## config.mk

```make
export PLATFORM = sky130hd
export DESIGN_NAME = cbs_ingress_policer_flat
export DESIGN_NICKNAME = d
export VERILOG_FILES = /design/src/rtl/cbs_pkg.sv /design/src/rtl/cbs_ingress_policer_if.sv /design/src/rtl/cbs_credit_counter.sv /design/src/rtl/cbs_ingress_policer.sv /design/src/flat_wrapper.sv
export SDC_FILE = /design/constraint.sdc
export NUM_CORES = 1
export LEC_CHECK = 0
export ABC_CLOCK_PERIOD_IN_PS = 11200
export BUFFER_PORTS_ARGS = -buffer_cell sky130_fd_sc_hd__buf_2
export CAP_MARGIN = 0
export CELL_PAD_IN_SITES_DETAIL_PLACEMENT = 1
export CELL_PAD_IN_SITES_GLOBAL_PLACEMENT = 2
export CORE_ASPECT_RATIO = 0.6
export CORE_UTILIZATION = 32
export CTS_BUF_LIST = sky130_fd_sc_hd__clkbuf_4
export DETAILED_ROUTE_END_ITERATION = 7
export GPL_TIMING_DRIVEN = 1
export HOLD_SLACK_MARGIN = 0.05
export PLACE_DENSITY_LB_ADDON = 0.1
export SLEW_MARGIN = 40
export SYNTH_ARGS = -nofsm -noshare
export SYNTH_HDL_FRONTEND = slang
export SYNTH_SLANG_ARGS = --single-unit
export TNS_END_PERCENT = 20
```

## constraint.sdc

```tcl
create_clock -name clk -period 11.2 [get_ports clk]
set_input_delay 1.68 -clock clk [delete_from_list [all_inputs] [get_ports clk]]
set_output_delay 1.68 -clock clk [all_outputs]
set_load 0.01 [all_outputs]
```

## src/rtl/cbs_pkg.sv

```systemverilog
// Shared definitions for the credit-based shaper/policer family: credit widths,
// policer state encoding and byte-count helpers.
package cbs_pkg;

    localparam int CREDIT_W     = 32;
    localparam int CREDIT_SUM_W = 40;
    localparam int MAX_KEEP_W   = 64;
    localparam int BYTES_W      = 8;

    typedef enum logic [1:0] {
        ST_SOF  = 2'd0,
        ST_PASS = 2'd1,
        ST_DROP = 2'd2
    } pol_state_t;

    // Caller zero-extends tkeep to MAX_KEEP_W so one function serves every width.
    function automatic logic [BYTES_W-1:0] keep_popcount(input logic [MAX_KEEP_W-1:0] keep);
        logic [BYTES_W-1:0] cnt;
        cnt = '0;
        for (int i = 0; i < MAX_KEEP_W; i++) begin
            cnt = cnt + BYTES_W'(keep[i]);
        end
        return cnt;
    endfunction

    function automatic logic signed [CREDIT_SUM_W-1:0] credit_sext(input logic signed [CREDIT_W-1:0] v);
        return {{(CREDIT_SUM_W-CREDIT_W){v[CREDIT_W-1]}}, v};
    endfunction

endpackage

```

## src/rtl/cbs_ingress_policer_if.sv

```systemverilog
// AXI4-Stream bundle for the policer ports; master drives data, slave drives tready.
// Width is set per instance, so ingress and egress share one definition.
interface cbs_ingress_policer_if #(
    parameter int DATA_W = 8,
    parameter int KEEP_W = DATA_W / 8
) ();

    logic [DATA_W-1:0] tdata;
    logic [KEEP_W-1:0] tkeep;
    logic              tvalid;
    logic              tready;
    logic              tlast;

    modport master (
        output tdata,
        output tkeep,
        output tvalid,
        output tlast,
        input  tready
    );

    modport slave (
        input  tdata,
        input  tkeep,
        input  tvalid,
        input  tlast,
        output tready
    );

endinterface

```

## src/rtl/cbs_credit_counter.sv

```systemverilog
// Credit accumulator: adds idle slope every cycle and send slope per consumed byte, saturated.
// One-cycle update latency; no handshake of its own, it simply follows i_consume.
module cbs_credit_counter
    import cbs_pkg::*;
(
    input  logic                       clk,
    input  logic                       rst,
    input  logic signed [CREDIT_W-1:0] i_idle_slope,
    input  logic signed [CREDIT_W-1:0] i_send_slope,
    input  logic signed [CREDIT_W-1:0] i_max_credit,
    input  logic signed [CREDIT_W-1:0] i_min_credit,
    input  logic                       i_consume,
    input  logic [BYTES_W-1:0]         i_bytes,
    output logic signed [CREDIT_W-1:0] o_credit
);

    logic signed [CREDIT_W-1:0]     r_credit;
    logic signed [CREDIT_SUM_W-1:0] w_credit_ext;
    logic signed [CREDIT_SUM_W-1:0] w_idle_ext;
    logic signed [CREDIT_SUM_W-1:0] w_send_ext;
    logic signed [CREDIT_SUM_W-1:0] w_max_ext;
    logic signed [CREDIT_SUM_W-1:0] w_min_ext;
    logic signed [CREDIT_SUM_W-1:0] w_bytes_ext;
    logic signed [CREDIT_SUM_W-1:0] w_debit;
    logic signed [CREDIT_SUM_W-1:0] w_sum;
    logic signed [CREDIT_SUM_W-1:0] w_floor;
    logic signed [CREDIT_SUM_W-1:0] w_sat;

    assign w_credit_ext = credit_sext(r_credit);
    assign w_idle_ext   = credit_sext(i_idle_slope);
    assign w_send_ext   = credit_sext(i_send_slope);
    assign w_max_ext    = credit_sext(i_max_credit);
    assign w_min_ext    = credit_sext(i_min_credit);
    assign w_bytes_ext  = $signed({{(CREDIT_SUM_W-BYTES_W){1'b0}}, i_bytes});

    // 40 bits hold the full credit + idle + (send * 64 bytes) without wrapping.
    assign w_debit = i_consume ? (w_send_ext * w_bytes_ext) : '0;
    assign w_sum   = w_credit_ext + w_idle_ext + w_debit;

    // Upper bound applied last so a misconfigured min > max resolves to max.
    assign w_floor = (w_sum < w_min_ext) ? w_min_ext : w_sum;
    assign w_sat   = (w_floor > w_max_ext) ? w_max_ext : w_floor;

    always_ff @(posedge clk) begin
        if (rst) begin
            r_credit <= '0;
        end else begin
            r_credit <= w_sat[CREDIT_W-1:0];
        end
    end

    assign o_credit = r_credit;

endmodule

```

## src/rtl/cbs_ingress_policer.sv

```systemverilog
// Per-class ingress policer: forwards or drops whole frames based on credit at the first beat.
// Zero-latency pass-through; forwarded frames follow m_axis.tready, dropped frames are sunk at full rate.
module cbs_ingress_policer
    import cbs_pkg::*;
#(
    parameter int C_AXIS_TDATA_WIDTH = 8,
    parameter int C_AXIS_TKEEP_WIDTH = C_AXIS_TDATA_WIDTH / 8
) (
    input  logic                       clk,
    input  logic                       rst,
    input  logic signed [CREDIT_W-1:0] idle_slope,
    input  logic signed [CREDIT_W-1:0] send_slope,
    input  logic signed [CREDIT_W-1:0] max_credit,
    input  logic signed [CREDIT_W-1:0] min_credit,
    output logic signed [CREDIT_W-1:0] credit,
    output logic [31:0]                pass_frames,
    output logic [31:0]                drop_frames,
    cbs_ingress_policer_if.slave       s_axis,
    cbs_ingress_policer_if.master      m_axis
);

    if (C_AXIS_TKEEP_WIDTH * 8 != C_AXIS_TDATA_WIDTH) begin : g_bad_width
        $error("cbs_ingress_policer: tkeep width must be tdata width / 8");
    end
    if (C_AXIS_TKEEP_WIDTH > MAX_KEEP_W) begin : g_bad_keep
        $error("cbs_ingress_policer: tkeep wider than popcount helper supports");
    end

    pol_state_t              r_state;
    pol_state_t              w_state_nxt;
    logic                    w_keep;
    logic                    w_m_vld;
    logic                    w_s_rdy;
    logic                    w_pass_inc;
    logic                    w_drop_inc;
    logic                    w_m_hs;
    logic [MAX_KEEP_W-1:0]   w_keep_ext;
    logic [BYTES_W-1:0]      w_beat_bytes;
    logic [31:0]             r_pass_frames;
    logic [31:0]             r_drop_frames;

    // A frame is admitted whenever credit is non-negative (zero passes).
    assign w_keep = ~credit[CREDIT_W-1];

    always_ff @(posedge clk) begin
        if (rst) begin
            r_state <= ST_SOF;
        end else begin
            r_state <= w_state_nxt;
        end
    end

    always_comb begin
        w_state_nxt = r_state;
        w_m_vld     = 1'b0;
        w_s_rdy     = 1'b0;
        w_pass_inc  = 1'b0;
        w_drop_inc  = 1'b0;
        case (r_state)
            ST_SOF: begin
                if (s_axis.tvalid) begin
                    if (w_keep) begin
                        w_m_vld = 1'b1;
                        w_s_rdy = m_axis.tready;
                        // Entering PASS even when stalled latches the decision, so
                        // m_axis.tvalid is never withdrawn if credit later dips.
                        if (m_axis.tready && s_axis.tlast) begin
                            w_pass_inc = 1'b1;
                        end else begin
                            w_state_nxt = ST_PASS;
                        end
                    end else begin
                        w_s_rdy = 1'b1;
                        if (s_axis.tlast) begin
                            w_drop_inc = 1'b1;
                        end else begin
                            w_state_nxt = ST_DROP;
                        end
                    end
                end
            end
            ST_PASS: begin
                w_m_vld = s_axis.tvalid;
                w_s_rdy = m_axis.tready;
                if (s_axis.tvalid && m_axis.tready && s_axis.tlast) begin
                    w_pass_inc  = 1'b1;
                    w_state_nxt = ST_SOF;
                end
            end
            ST_DROP: begin
                w_s_rdy = 1'b1;
                if (s_axis.tvalid && s_axis.tlast) begin
                    w_drop_inc  = 1'b1;
                    w_state_nxt = ST_SOF;
                end
            end
            default: begin
                w_state_nxt = ST_SOF;
            end
        endcase
    end

    assign m_axis.tdata  = s_axis.tdata;
    assign m_axis.tkeep  = s_axis.tkeep;
    assign m_axis.tlast  = s_axis.tlast;
    assign m_axis.tvalid = w_m_vld;
    assign s_axis.tready = w_s_rdy;

    // Only beats actually accepted downstream spend credit; dropped beats are free.
    assign w_m_hs = w_m_vld & m_axis.tready;

    always_comb begin
        w_keep_ext                         = '0;
        w_keep_ext[C_AXIS_TKEEP_WIDTH-1:0] = s_axis.tkeep;
    end

    assign w_beat_bytes = keep_popcount(w_keep_ext);

    cbs_credit_counter u_credit (
        .clk          (clk),
        .rst          (rst),
        .i_idle_slope (idle_slope),
        .i_send_slope (send_slope),
        .i_max_credit (max_credit),
        .i_min_credit (min_credit),
        .i_consume    (w_m_hs),
        .i_bytes      (w_beat_bytes),
        .o_credit     (credit)
    );

    always_ff @(posedge clk) begin
        if (rst) begin
            r_pass_frames <= '0;
            r_drop_frames <= '0;
        end else begin
            if (w_pass_inc) begin
                r_pass_frames <= r_pass_frames + 32'd1;
            end
            if (w_drop_inc) begin
                r_drop_frames <= r_drop_frames + 32'd1;
            end
        end
    end

    assign pass_frames = r_pass_frames;
    assign drop_frames = r_drop_frames;

endmodule
```

## src/flat_wrapper.sv

```systemverilog
// flat-port wrapper written by rule: the top's interface ports become plain ports
module cbs_ingress_policer_flat import cbs_pkg::*;
#(
    parameter int C_AXIS_TDATA_WIDTH = 8,
    parameter int C_AXIS_TKEEP_WIDTH = C_AXIS_TDATA_WIDTH / 8
)
  (clk, rst, idle_slope, send_slope, max_credit, min_credit, credit, pass_frames, drop_frames, s_axis_tdata, s_axis_tkeep, s_axis_tvalid, s_axis_tlast, s_axis_tready, m_axis_tdata, m_axis_tkeep, m_axis_tvalid, m_axis_tlast, m_axis_tready);
  cbs_ingress_policer_if s_axis_i ();
  cbs_ingress_policer_if m_axis_i ();
  input  logic clk;
  input  logic rst;
  input  logic signed [CREDIT_W-1:0] idle_slope;
  input  logic signed [CREDIT_W-1:0] send_slope;
  input  logic signed [CREDIT_W-1:0] max_credit;
  input  logic signed [CREDIT_W-1:0] min_credit;
  output logic signed [CREDIT_W-1:0] credit;
  output logic [31:0] pass_frames;
  output logic [31:0] drop_frames;
  input wire logic [$bits(s_axis_i.tdata)-1:0] s_axis_tdata;
  input wire logic [$bits(s_axis_i.tkeep)-1:0] s_axis_tkeep;
  input wire logic [$bits(s_axis_i.tvalid)-1:0] s_axis_tvalid;
  input wire logic [$bits(s_axis_i.tlast)-1:0] s_axis_tlast;
  output wire logic [$bits(s_axis_i.tready)-1:0] s_axis_tready;
  output wire logic [$bits(m_axis_i.tdata)-1:0] m_axis_tdata;
  output wire logic [$bits(m_axis_i.tkeep)-1:0] m_axis_tkeep;
  output wire logic [$bits(m_axis_i.tvalid)-1:0] m_axis_tvalid;
  output wire logic [$bits(m_axis_i.tlast)-1:0] m_axis_tlast;
  input wire logic [$bits(m_axis_i.tready)-1:0] m_axis_tready;
  assign s_axis_i.tdata = s_axis_tdata;
  assign s_axis_i.tkeep = s_axis_tkeep;
  assign s_axis_i.tvalid = s_axis_tvalid;
  assign s_axis_i.tlast = s_axis_tlast;
  assign s_axis_tready = s_axis_i.tready;
  assign m_axis_tdata = m_axis_i.tdata;
  assign m_axis_tkeep = m_axis_i.tkeep;
  assign m_axis_tvalid = m_axis_i.tvalid;
  assign m_axis_tlast = m_axis_i.tlast;
  assign m_axis_i.tready = m_axis_tready;
  cbs_ingress_policer #(.C_AXIS_TDATA_WIDTH(C_AXIS_TDATA_WIDTH), .C_AXIS_TKEEP_WIDTH(C_AXIS_TKEEP_WIDTH)) u_core (.clk(clk), .rst(rst), .idle_slope(idle_slope), .send_slope(send_slope), .max_credit(max_credit), .min_credit(min_credit), .credit(credit), .pass_frames(pass_frames), .drop_frames(drop_frames), .s_axis(s_axis_i), .m_axis(m_axis_i));
endmodule
```

After elaboration in Yosys (flattened, before gate mapping)
Index checks and enable logic that the tools add are counted.

Bits of input ports: 142. Register bits: 98.

Bitwise logic cells: 1. Reductions and logical operators: 6. Multipliers: 1. Magnitude comparators: 2. Add/sub/neg operators: 4. Equality and inequality tests: 7. Multiplexer cells: 26.

Operator list (count): 40-bit 2-to-1 mux (2); 32-bit by 1-bit adder with 32-bit output (second input constant) (2); 33-bit by 40-bit adder with 40-bit output (1); 40-bit by 32-bit > comparator with 1-bit output (1); 40-bit by 32-bit < comparator with 1-bit output (1); 40-bit by 1-bit multiplier with 40-bit output (1); 32-bit by 32-bit adder with 33-bit output (1); 32-bit 2-to-1 mux (1); 1-bit 2-to-1 mux (12); 2-bit 2-to-1 mux (6); 3-bit != test (second input constant) (2); 1-bit one-hot mux with 2 select lines (3); 2-bit one-hot mux with 3 select lines (1); 5-bit AND reduction (1); 1-bit logical AND (4); 2-bit by 1-bit != test with 1-bit output (second input constant) (2); 1-bit one-hot mux with 3 select lines (1); 2-bit by 1-bit equality test with 1-bit output (second input constant) (1); 2-bit equality test (second input constant) (1); 2-bit zero test (1); 2-bit != test (second input constant) (1); 1-bit AND (1).

Logic depth before layout (Yosys ltp)
Word-level depth: 10. Depth in mapped cells: 41. Depth with buffers taken out: 37.

Modules after synthesis
From an unflattened synthesis, not the netlist that was laid out.

Cells, all modules: 2195. Area total of the unflattened synthesis: 18567.8 um^2.

Modules (own cells, without submodules): cbs_credit_counter (seq. area each 640.6 um^2, cells each 1776, area an instance 15074.5 um^2, instances 1); cbs_ingress_policer (seq. area each 1321.3 um^2, cells each 419, area an instance 3493.4 um^2, instances 1).

Least setup slack after synthesis
OpenSTA, ideal clock, no wires.

Path kind: input -> register. Start: in s_axis_tvalid. End: reg u_core.u_credit.r_credit[10] (netlist: u_core.u_credit.o_credit[10]). Arrival: 9.326 ns. Buffers on the path: 4. Slack: 1.728 ns. Stages on the path: 37. Required time: 11.054 ns. Setup time: 0.146 ns. Path through: nor3b_1 > and3_1 > clkbuf_1 > nand2_1 > fa_1 > inv_1 > ha_1 > inv_1 > fa_1 > nor2b_1 > o2111ai_1 > a211oi_2 > o21ai_1 > and4_1 > o221ai_1 > nand4_1 > o2bb2ai_1 > ha_1 > nand4_1 > a211oi_1 > or4_1 > a21oi_1 > nand2_2 > xor2_4 > buf_4 > mux2_2 > ha_1 > nand4_1 > or3_4 > nor4_4 > o31ai_1 > o211a_1 > mux2_4 > buf_6 > buf_2 > nor2_1 > a211oi_2.

Cells in the longest elaborated chain, start to end: 9.

Ends and longest elaborated chain: from (decl) (RTL line flat_wrapper.sv:21) `input wire logic [$bits(s_axis_i.tvalid)-1:0] s_axis_tvalid;`; 1-bit 2-to-1 mux (RTL line cbs_ingress_policer.sv:61) `if (s_axis.tvalid) begin`; 1-bit one-hot mux with 2 select lines * (RTL line cbs_ingress_policer.sv:59) `case (r_state)`; 1-bit AND * (RTL line cbs_ingress_policer.sv:110) `assign w_m_hs = w_m_vld & m_axis.tready;`; 40-bit 2-to-1 mux * (RTL line cbs_credit_counter.sv:37) `assign w_debit = i_consume ? (w_send_ext * w_bytes_ext) : '0;`; 33-bit by 40-bit adder with 40-bit output * (RTL line cbs_credit_counter.sv:38) `assign w_sum = w_credit_ext + w_idle_ext + w_debit;`; 40-bit by 32-bit < comparator with 1-bit output (RTL line cbs_credit_counter.sv:41) `assign w_floor = (w_sum < w_min_ext) ? w_min_ext : w_sum;`; 40-bit 2-to-1 mux * (RTL line cbs_credit_counter.sv:41); 40-bit by 32-bit > comparator with 1-bit output (RTL line cbs_credit_counter.sv:42) `assign w_sat = (w_floor > w_max_ext) ? w_max_ext : w_floor;`; 32-bit 2-to-1 mux * (RTL line cbs_credit_counter.sv:42); to (signal assigned) (RTL line cbs_credit_counter.sv:48) `r_credit <= w_sat[CREDIT_W-1:0];`; to (decl) (RTL line cbs_credit_counter.sv:17) `logic signed [CREDIT_W-1:0] r_credit;`.

Every way passes the cells marked *; elsewhere a longest branch is shown, timed or not. A chain may end at the register's enable or synchronous reset.

Worst setup path in the final report
Start: in s_axis_tvalid. End: reg u_core.u_credit.r_credit[26] (netlist: u_core.u_credit.o_credit[26]).

The elaborated chain is that of the path after synthesis.

==> impl_metrics.py <==
metrics = {
    "global_route": {
        "grt_usage_pct": 20.8,
        "grt_pass1_wl_um": 47900,
        "grt_max_degree": 60,
        "grt-ovfl-total": 0,
        "antenna_found_initial": 2,
        "grt_pass1_vias": 8499,
    },
    "worst_setup_path": {
        "crit_start": "s_axis_tvalid",
        "worst_setup_path_end_kind": "flip-flop",
        "crit_path_start_kind": "primary input",
        "cp_max_fo": 35,
        "crit_family": "simple AND/OR/NAND/NOR gates",
        "path_class": "in -> reg",
        "slowest_delay_ps": 530,
        "cpMaxStageDelayCell": "nor4_1",
        "reg2reg_to": "u_core.u_credit.o_credit[26]",
        "crit_buf_inv": 6,
        "rr_startpoint": "u_core.u_credit.o_credit[31]",
        "worstRegToRegCells": 34,
        "crit_arrival_ps": 10840,
        "r2r_slack_ps": 1410,
        "crit_cells": 36,
        "crit_path_end": "u_core.u_credit.o_credit[26]",
        "worst_ep_required_time_ps": 11680,
    },
    "cts": {
        "cts_max_level": 3,
        "cts_setup_buffers": 0,
        "holdBufCountCts": 0,
        "clk_pin_slew_ps": 200,
        "clockBufferDepth": 2,
        "cts_buffers": 9,
        "cts_tree": "yes",
        "cts_resized": 0,
        "numClockSinks": 98,
        "cts_root_buf": "clkbuf_4",
        "insertion_delay_ps": 570,
    },
    "detailed_routing": {
        "drt-initial-drc-count": 348,
        "wl_per_cell_um": 17.8,
        "num_vias": 8329,
        "drt-total-wl_um": 30100,
        "vias_per_cell": 4.91,
        "drt_pre_antenna_iters": 4,
        "ant_nets": 0,
        "drc_errors": 0,
    },
    "timing": {
        "setup_ws_ps": 844,
        "rsz0062_at_grt": "no",
        "fin_hold_ws_ps": 517,
        "fin_setup_tns_ps": 0,
        "max_freq_mhz": 96.6,
        "setup_violations": 0,
        "slew_violations": 0,
        "min_period_ps": 10360,
        "hold_violations": 0,
        "tightest_slew_ps": 783,
        "fin_crit_sh_pct": 92.5,
        "skew_ps": 27.6,
        "relSlewSlack_pct": 47.8,
    },
    "synth": {
        "synthesis.nets": 1407,
        "synth.top_cells.by_area": "dfxtp_1 21%, ha_1 15%, fa_1 7.1%",
        "ys_ff_latch": 98,
        "syn_area_um2": 9260,
        "synth_top_area_share_pct": 21.2,
        "ys.flop_type": "dfxtp_1",
        "synth.avg_cell_area_um2": 8.27,
        "syn-instance-count": 1119,
        "synth_cell_types": 63,
        "synthArstFlopShare_pct": 0,
        "synth_seq_area_share_pct": 21.2,
        "yosysWarnings": 0,
        "synth_edf_count": 0,
        "synth_top_area_cell": "dfxtp_1",
    },
    "place": {
        "gp_congestion": 0.812,
        "dpl.hpwl_um": 25200,
        "postPlaceCellArea_um2": 10700,
        "dp_cells": 1677,
        "io_buffers": 233,
        "dp_slack_ps": 356,
    },
    "die": {
        "die_w_um": 222,
        "initial_core_util_pct": 33.1,
        "io_pins": 250,
        "core_area_um2": 28000,
        "dieHeight_um": 134,
        "num_rows": 47,
        "dieArea_um2": 29600,
    },
    "run": {
        "drv_cap": 0,
    },
    "layout": {
        "n_fill_cell": 3497,
        "seq_area_um2": 1960,
        "multi_input_area_um2": 6610,
        "final_core_util_pct": 38.7,
        "final_cell_area_um2": 10800,
        "stdcell_count": 1696,
        "drive_gt1_share_pct": 22.6,
        "area_growth_syn_to_layout_pct": 17.1,
        "nets": 1609,
    },
    "min_path": {
        "hp-class": "reg -> reg",
    },
    "pwr": {
        "ir_worst_vdd_uv": 340,
        "power.density_nw_per_um2": 356,
        "p_leak_nw": 5.34,
        "finalPower_mw": 3.86,
    },
    "outcome": {
        "status": "completed",
    },
}
-- how the worst min path moves through the flow --
| stage | startpoint | to | depth (start not counted) |
|---|---|---|---|
| detailed placement | u_core.drop_frames[31] | u_core.drop_frames[31] | 2 |
| floorplan | u_core.r_state[1] | u_core.r_state[0] | 1 |
| global placement | u_core.drop_frames[31] | u_core.drop_frames[31] | 2 |
| finish | u_core.drop_frames[29] | u_core.drop_frames[29] | 2 |
| CTS | u_core.drop_frames[31] | u_core.drop_frames[31] | 2 |
| global route | u_core.drop_frames[31] | u_core.drop_frames[31] | 2 |
-- flip-flops by register name, indices dropped and copies added, names as in the netlist --
| register | flops |
|---|---|
| u_core.drop_frames | 32 |
| u_core.pass_frames | 32 |
| u_core.r_state | 2 |
| u_core.u_credit.o_credit | 32 |
-- synth_stat cells, types with 10 or more instances --
cell / instances
dfxtp_1: 98
ha_1: 113
nand2_1: 76
mux2i_1: 29
nor2_1: 111
a211oi_2: 21
and3_1: 18
fa_1: 33
inv_1: 108
buf_4: 13
nor2b_1: 10
clkbuf_1: 27
xnor2_1: 38
a21o_1: 24
and2_1: 36
o21ai_0: 38
a21oi_1: 84
nand3_1: 31
xor2_1: 43
or3_1: 11
nand4_1: 35
-- final cells by class --
type                    instances  area share [%]
inverters                     108            3.74
flip-flops and latches         98            18.1
diodes                          3          0.0692
multi-input cells             862            60.9
clock inverters                 7           0.565
repair buffers                242            11.7
well taps                     367            4.24
clock buffers                   9           0.623
-- tightest hold or removal path, stage by stage (launching register included) --
cell and delay [ps]:
dfxtp_1 370, o21ai_0 70, a21oi_1 60
-- routing by layer --
metal / GRT usage, % / vias up / part of all wire (%)
met1: 32.6 / 3889 / 57
met2: 28.9 / 156 / 39
met3: 3.60 / 16 / 3.4
li1: - / 4268 / -
met5: 0 / - / 0
met4: 4.24 / 0 / 0.90
-- layout by cell type, fill, tap and decap left out, types with 5 or more instances in the layout --
| master | n |
|---|---|
| buf_2 | 232 |
| ha_1 | 113 |
| nor2_1 | 111 |
| inv_1 | 108 |
| dfxtp_1 | 98 |
| a21oi_1 | 84 |
| nand2_1 | 76 |
| xor2_1 | 43 |
| o21ai_0 | 38 |
| xnor2_1 | 38 |
| and2_1 | 36 |
| nand4_1 | 35 |
| fa_1 | 33 |
| nand3_1 | 31 |
| mux2i_1 | 29 |
| a21o_1 | 24 |
| a211oi_2 | 21 |
| and3_1 | 18 |
| or3_1 | 11 |
| nor2b_1 | 10 |
| nor3_1 | 9 |
| clkbuf_4 | 9 |
| o21ai_1 | 8 |
| mux2_2 | 8 |
| o21a_1 | 7 |
| buf_4 | 7 |
| a211oi_1 | 6 |
| a31oi_1 | 5 |
| a2111oi_0 | 5 |
-- kinds of logic (layout without fill, tap and decap cells) --
group / after synthesis / after routing / share of synthesized area, %
xor+xnor: 82 / 82 / 7.96
mux: 41 / 41 / 4.64
compound gates: 231 / 231 / 16.8
buf+inv: 159 / 366 / 7.44
other cells: 0 / 3 / 0
simple gates: 362 / 362 / 19.5
flops: 98 / 98 / 21.2
fa+ha+maj: 146 / 146 / 22.4
-- report_power, final --
group	total [mW]	switching (mW)	internal, mW
Clock	0.205	0.155	0.0497
Sequential	0.468	0.0535	0.414
Combinational	3.19	1.89	1.30
No activity file was read; power rests on OpenSTA's default activity.
